### config.mk
export PLATFORM = sky130hd
export DESIGN_NAME = mips_cpu_state_sequencer
export DESIGN_NICKNAME = d
export VERILOG_FILES = /design/src/rtl/mips_cpu_pkg.sv /design/src/rtl/mips_cpu_instr_class.sv /design/src/rtl/mips_cpu_state_sequencer.sv
export SDC_FILE = /design/constraint.sdc
export NUM_CORES = 1
export LEC_CHECK = 0
export BUFFER_PORTS_ARGS = -buffer_cell sky130_fd_sc_hd__buf_2
export CORE_MARGIN = 1
export CORE_UTILIZATION = 35
export DETAILED_ROUTE_END_ITERATION = 10
export SYNTH_ARGS = -nofsm -noshare
export SYNTH_HDL_FRONTEND = slang
export SYNTH_HIERARCHICAL = 1
export SYNTH_SLANG_ARGS = --single-unit
### constraint.sdc
create_clock -name clk -period 2 [get_ports clk]
set_input_delay 0.1 -clock clk [delete_from_list [all_inputs] [get_ports clk]]
set_output_delay 0.1 -clock clk [all_outputs]
set_load 0.02 [all_outputs]
### src/rtl/mips_cpu_pkg.sv
// Shared types and instruction-field constants for the multicycle MIPS CPU.
// The sequencer and the controller import the same state encoding from here.
package mips_cpu_pkg;

  typedef enum logic [2:0] {
    HALTED = 3'd0,
    FETCH  = 3'd1,
    DECODE = 3'd2,
    EXEC1  = 3'd3,
    EXEC2  = 3'd4
  } state_t;

  localparam logic [5:0] OP_SPECIAL = 6'h00;
  localparam logic [5:0] OP_REGIMM  = 6'h01;
  localparam logic [5:0] OP_LB      = 6'h20;
  localparam logic [5:0] OP_LH      = 6'h21;
  localparam logic [5:0] OP_LWL     = 6'h22;
  localparam logic [5:0] OP_LW      = 6'h23;
  localparam logic [5:0] OP_LBU     = 6'h24;
  localparam logic [5:0] OP_LHU     = 6'h25;
  localparam logic [5:0] OP_LWR     = 6'h26;
  localparam logic [5:0] OP_SB      = 6'h28;
  localparam logic [5:0] OP_SH      = 6'h29;
  localparam logic [5:0] OP_SW      = 6'h2B;

  localparam logic [5:0] FN_MFHI = 6'h10;
  localparam logic [5:0] FN_MFLO = 6'h12;

  localparam logic [4:0] RI_BLTZAL = 5'h10;
  localparam logic [4:0] RI_BGEZAL = 5'h11;

endpackage

### src/rtl/mips_cpu_instr_class.sv
// Combinational instruction classifier: which instructions touch memory,
// which read HI/LO, and which need a second execute cycle.
module mips_cpu_instr_class
  import mips_cpu_pkg::*;
(
  input  logic [5:0] opcode,
  input  logic [5:0] fncode,
  input  logic [4:0] regimm,
  output logic       is_mem,
  output logic       need2,
  output logic       is_mf
);

  logic is_load;
  logic is_link_branch;

  assign is_load        = opcode inside {[OP_LB:OP_LWR]};
  assign is_mem         = is_load || (opcode inside {OP_SB, OP_SH, OP_SW});
  assign is_mf          = (opcode == OP_SPECIAL) && (fncode inside {FN_MFHI, FN_MFLO});
  // Link branches spend the extra cycle writing the return address to r31.
  assign is_link_branch = (opcode == OP_REGIMM) && (regimm inside {RI_BLTZAL, RI_BGEZAL});
  assign need2          = is_load || is_link_branch;

endmodule

### src/rtl/mips_cpu_state_sequencer.sv
// Multicycle sequencer: FETCH -> DECODE -> EXEC1 [-> EXEC2], with memory and
// mul/div stalls, halt detection on next PC, and cycle/retire counters.
module mips_cpu_state_sequencer
  import mips_cpu_pkg::*;
#(
  parameter logic [31:0] HALT_ADDR = 32'h0000_0000,
  parameter int          CNT_W     = 32
) (
  input  logic             clk,
  input  logic             reset,
  input  logic             waitrequest,
  input  logic [5:0]       opcode,
  input  logic [5:0]       fncode,
  input  logic [4:0]       regimm,
  input  logic [31:0]      pc_next,
  input  logic             muldiv_busy,
  output logic [2:0]       state,
  output logic             active,
  output logic             instr_retired,
  output logic [CNT_W-1:0] cycle_count,
  output logic [CNT_W-1:0] retired_count
);

  state_t state_q;
  state_t state_d;
  logic   is_mem;
  logic   need2;
  logic   is_mf;
  logic   hold;

  mips_cpu_instr_class u_class (
    .opcode (opcode),
    .fncode (fncode),
    .regimm (regimm),
    .is_mem (is_mem),
    .need2  (need2),
    .is_mf  (is_mf)
  );

  // A stall needs a matching cause: waitrequest only matters for memory ops,
  // muldiv_busy only for reads of HI/LO.
  assign hold = (is_mem && waitrequest) || (is_mf && muldiv_busy);

  // NOTE: every output of this block gets a default first, so no path leaves
  // a variable unassigned and no latch is inferred.
  always_comb begin
    state_d       = state_q;
    instr_retired = 1'b0;
    unique case (state_q)
      HALTED: state_d = HALTED;
      FETCH:  if (!waitrequest) state_d = DECODE;
      DECODE: state_d = EXEC1;
      EXEC1: begin
        if (!hold) begin
          if (need2) state_d = EXEC2;
          else       instr_retired = 1'b1;
        end
      end
      EXEC2:   instr_retired = 1'b1;
      default: state_d = HALTED;
    endcase
    if (instr_retired) state_d = (pc_next == HALT_ADDR) ? HALTED : FETCH;
  end

  // NOTE: sequential state uses non-blocking assignments so every register
  // samples pre-edge values regardless of statement order.
  always_ff @(posedge clk or posedge reset) begin
    if (reset) begin
      state_q       <= FETCH;
      cycle_count   <= '0;
      retired_count <= '0;
    end else begin
      state_q <= state_d;
      if (state_q != HALTED) cycle_count <= cycle_count + CNT_W'(1);
      if (instr_retired)     retired_count <= retired_count + CNT_W'(1);
    end
  end

  assign state  = state_q;
  assign active = (state_q != HALTED);

endmodule

# Word level (Yosys, flattened, before mapping)
# Index checks and enable logic that the tools add are counted.
# totals
in_bits	53
register_bits	67
word_cells	47
out_inout_bits	69
# op_classes
magnitude_cmp	2
n_reduce_logical	15
n_mux	9
addsub	2
n_eq_ne	16
# op_table
op	count
adder 32 x 1 -> 32 bit (second input constant)	2
logical NOT 32 bit	1
equality test 6 bit (second input constant)	3
equality test 6 x 5 -> 1 bit (second input constant)	2
two-way mux 3 bit	4
case mux 3 bit (4 select lines)	1
equality test 5 bit (second input constant)	2
!= test 3 bit (second input constant)	3
equality test 3 x 2 -> 1 bit (second input constant)	2
equality test 6 x 1 -> 1 bit (second input constant)	1
greater-or-equal comparator 6 bit (second input constant)	1
less-or-equal comparator 6 bit (second input constant)	1
logical NOT 6 bit	1
nonzero test 3 bit	2
logical AND 1 bit	5
AND reduction 4 bit	1
nonzero test 2 bit	2
equality test 3 x 1 -> 1 bit (second input constant)	1
equality test 3 bit (second input constant)	1
logical OR 1 bit	3
two-way mux 1 bit	3
!= test 2 bit (second input constant)	1
case mux 1 bit (2 select lines)	1

# Longest topological paths before layout
# depth
word_depth	9
depth_mapped	8
depth_no_buf	8

# Cells and area by module
# Netlist, hierarchy kept.
# by_module_without_submodules
module	area_per_inst_um2	n_inst	cells_each	seq_area_each_um2
mips_cpu_state_sequencer	3106.7	1	265	1677.9
mips_cpu_instr_class	80.1	1	10	0.0

# Least setup slack after synthesis
# OpenSTA, ideal clock, no wires.
# synth_timing
path_type	input-to-reg
startpoint	in opcode[5]
endpoint	reg retired_count[11]
setup_slack_ns	-0.083
setup_ns	0.132
path_stages	8
arrival_time_ns	1.951
t_required_ns	1.868
n_path_buf	0
cell_sequence	or4_1 > nor2_1 > a41o_2 > and4bb_1 > a22oi_2 > or2_1 > nor3_1 > xor2_1
# synth_lines
item	line_no	rtl
start: declaration	mips_cpu_state_sequencer.sv:12	input logic [5:0] opcode,
greater-or-equal comparator 6 bit (tied with other cells)	mips_cpu_instr_class.sv:17	assign is_load = opcode inside {[OP_LB:OP_LWR]};
logical AND 1 bit, on equally long branches	mips_cpu_instr_class.sv:17, mips_cpu_instr_class.sv:21	
logical OR 1 bit (*)	mips_cpu_instr_class.sv:22	assign need2 = is_load || is_link_branch;
via need2	mips_cpu_state_sequencer.sv:27	logic need2;
two-way mux 1 bit (*)	mips_cpu_state_sequencer.sv:55	if (need2) state_d = EXEC2;
two-way mux 1 bit (*)	mips_cpu_state_sequencer.sv:54	if (!hold) begin
case mux 1 bit (2 select lines) (*)	mips_cpu_state_sequencer.sv:49	unique case (state_q)
end signal: assignment	mips_cpu_state_sequencer.sv:75	if (instr_retired) retired_count <= retired_count + CNT_W'(1);
end: declaration	mips_cpu_state_sequencer.sv:21	output logic [CNT_W-1:0] retired_count
# Mark *: on every way through the listed nets, which the timed path passes. The rest lies on a longest branch.
# A chain may end at the register's enable or synchronous reset.

# Worst setup path after layout
# layout_timing
startpoint	in opcode[5]
endpoint	out instr_retired
# layout_lines
item	line_no	rtl
greater-or-equal comparator 6 bit (tied with other cells)	mips_cpu_instr_class.sv:17	
logical AND 1 bit, on equally long branches	mips_cpu_instr_class.sv:17, mips_cpu_instr_class.sv:21	
logical OR 1 bit (*)	mips_cpu_instr_class.sv:22	
via need2	mips_cpu_state_sequencer.sv:27	
two-way mux 1 bit (*)	mips_cpu_state_sequencer.sv:55	
two-way mux 1 bit (*)	mips_cpu_state_sequencer.sv:54	
case mux 1 bit (2 select lines) (*)	mips_cpu_state_sequencer.sv:49	
end: declaration	mips_cpu_state_sequencer.sv:19	output logic instr_retired,
# Marked as above.

==> results.toml <==
[global_routing]
grt_pass1_wl_um = 12450
grt_usage_pct = 16.32
grt_max_degree = 35
antenna_found_initial = 0
grt_pass1_vias = 2619
grt-ovfl-total = 0

[synthesis]
synth_edf_count = 0
yosys.area.top_type = "dfrtp_1"
synthCells = 275
ys.warnings.count = 6
synth_top_area_share_pct = 51.83
ys_seq_elements = 67
ys_async_sr_fraction_pct = 100.0
synth_area_per_cell_um2 = 11.59
syn_area_um2 = 3187
synth_fp_nets = 330
ys.flop_type = "dfrtp_1"
synth_area_leaders = "dfrtp_1, xnor2_1, xor2_1"
synth_cell_type_count = 39
yosysSeqAreaShare_pct = 52.65

[worst_hold_path]
hp-class = "primary input to register"
hold_path_end = "state[1]"
hp-start = "waitrequest"
hold_depth = 4

[worst_setup_path]
reg2reg_depth = 7
cp-start-kind = "primary input"
arrival_ns = 1.81
worstPathRequired_ns = 1.90
cpMostUsedCell = "buf_2"
critPathSlowestCell = "or4_1"
cpPeakStageDelay_ns = 0.53
worstSetupEndpointType = "output pin"
critical_path.max_fanout = 6
r2r-end = "retired_count[31]"
r2r_start = "state[0]"
crit_type = "primary input to output pin"
r2r_slack_ns = 0.12
cp_cell_sequence = "buf_2 > or4_1 > nor2_2 > a41o_2 > and4bb_1 > a22oi_2 > buf_6 > inv_1 > buf_2"

[clock_network]
cts_tree = "done"
cts_buffers = 9
cts-root-buf = "clkbuf_8"
clk_pin_slew_ns = 0.06
cts_buffer_depth = 2
cts_sinks = 67
insertion_delay_ns = 0.34
htree_levels = 3

[layout]
layout_common_cells = "buf_2, dfrtp_1, xnor2_1"
multi_input_area_um2 = 1486
nNetsFinal = 479
stdcell_count = 536
syn2layout_area_growth_pct = 33.84
antennaDiodeCount = 0
finalInstanceArea_um2 = 4265
fill_cells = 824
drive_above_1_share_pct = 40.65
layout_commonest_cell = "buf_2"
ff_latch_area_um2 = 1678

[place]
port_buffers = 119
gp_congestion = 0.7752
dp_hpwl_um = 5437
placed_cells = 518
place_area_um2 = 4061

[timing]
hold_viol = 0
fin_crit_ns = 1.914
fmax_mhz = 522.6
finalCritPeriodShare_pct = 95.68
fin_worst_skew_ns = 0.007423
slew_headroom_pct = 71.79
worst_pin_slew_ns = 0.4224
rsz0062_at_grt = "true"
timing.hold.ws_ns = 0.1147
setup_viol = 0
slew_violations = 0

[floorplanning]
die_h_um = 97.42
rows = 34
die_w_um = 97.42
coreArea_um2 = 8763
start_util_pct = 36.36
ioPinCount = 122
dieArea_um2 = 9491

[power]
seqPwrFrac_pct = 56.4
p_leak_nw = 2.298
power_density_nw_per_um2 = 563.1
power.share.clock_pct = 39.4
switchingPower_mw = 0.5250
internal-power_mw = 1.877
peakVddDrop_mv = 0.2351
swShare_pct = 21.86
finalPower_mw = 2.402
power_frac_comb_pct = 4.1

[route]
drtAntennaViolNets = 0
drc = 0
first_pass_iters = 4
viasPerCell = 4.948
drt_iter0_drc = 71
wl_per_cell_um = 13.54
via_count = 2652
wirelength_um = 7259

[status]
status = "completed"

[job]
maxCapViolations = 0
per-stage QoR:
stage / setup slack (ns) / setup TNS [ns] / utilization [%]
6_report: 0.08644 / 0 / 48.67
5_1_grt: -0.02300 / -0.02893 / 48.67
4_1_cts: 0.002585 / 0 / 48.29
3_5_place_dp: -0.2132 / -4.397 / 46.34
3_3_place_gp: -0.1767 / -3.640 / 46.34
2_1_floorplan: -0.006095 / -0.009969 / -
metal layers:
layer | routed length [um] | share of wire, % | track usage (%)
met1 | 3206 | 44 | 20.38
met2 | 3577 | 49 | 26.25
met3 | 338 | 4.7 | 4.748
met4 | 136 | 1.9 | 7.127
met5 | 0 | 0 | 0
layout make-up:
type                    count  area share (%)
multi-input cells         199           34.85
clock buffers              12           3.403
repair buffers            140           18.28
well taps                 108           3.168
clock inverters             3          0.3520
flip-flops and latches     67           39.34
inverters                   7          0.6160
logic make-up (layout without fill, tap and decap cells):
family	after synthesis	count (layout)	share of synthesized area, %
xor gates and xnor gates	62	62	17.04
muxes	3	3	1.060
and+or+nand+nor	124	124	25.09
AOI/OAI and AO/OA	8	8	2.199
buffers and inverters	9	162	1.178
DFF	67	67	52.65
adders and majority gates	2	2	0.7851
power by group through the flow:
stage | clock network [mW] | registers (mW) | logic [mW]
2_1_floorplan | 0 | 1.38 | 0.0305
3_3_place_gp | 0 | 1.38 | 0.0985
3_5_place_dp | 0 | 1.38 | 0.101
4_1_cts | 0.990 | 1.35 | 0.103
5_1_grt | 1.05 | 1.35 | 0.113
6_report | 0.947 | 1.35 | 0.0996
sequential cells by signal (all words and copies together), names as in the netlist:
| signal | cells |
|---|---|
| cycle_count | 32 |
| retired_count | 32 |
| state | 3 |
worst max-delay path: cells and delay by family:
family          cells  cell delay [ns]
compound gates      2             0.43
buf+inv             4             0.46
simple gates        3             0.83
worst max path at each step:
stage	cells after the start	from	endpoint	slack (ns)
floorplan	8	opcode[5]	retired_count[9]	-0.006
global placement	11	opcode[5]	retired_count[15]	-0.18
detailed placement	11	opcode[5]	retired_count[31]	-0.21
CTS	9	opcode[5]	instr_retired	0.003
global route	9	opcode[5]	instr_retired	-0.02
finish	9	opcode[5]	instr_retired	0.09
synth_stat cells, types with 2 or more instances:
library cell	instances
inv_1	7
a22oi_1	3
nor2_1	13
and3_1	5
nor4_1	10
nor4_4	4
ha_1	2
mux2_2	3
nand4_4	2
xor2_1	14
and4_1	5
xnor2_1	48
nor3_1	6
and2_1	2
or2_2	2
nand4_1	18
nand3_1	24
dfrtp_1	66
nand2_1	21
what timing repair did:
action	in CTS	in global routing
endpoints found under the hold margin	66	0
setup endpoints to repair	0	13
gates resized for setup	0	5
hold buffers	1	0
buffers inserted	0	2
(Power assumes the default switching activity.)
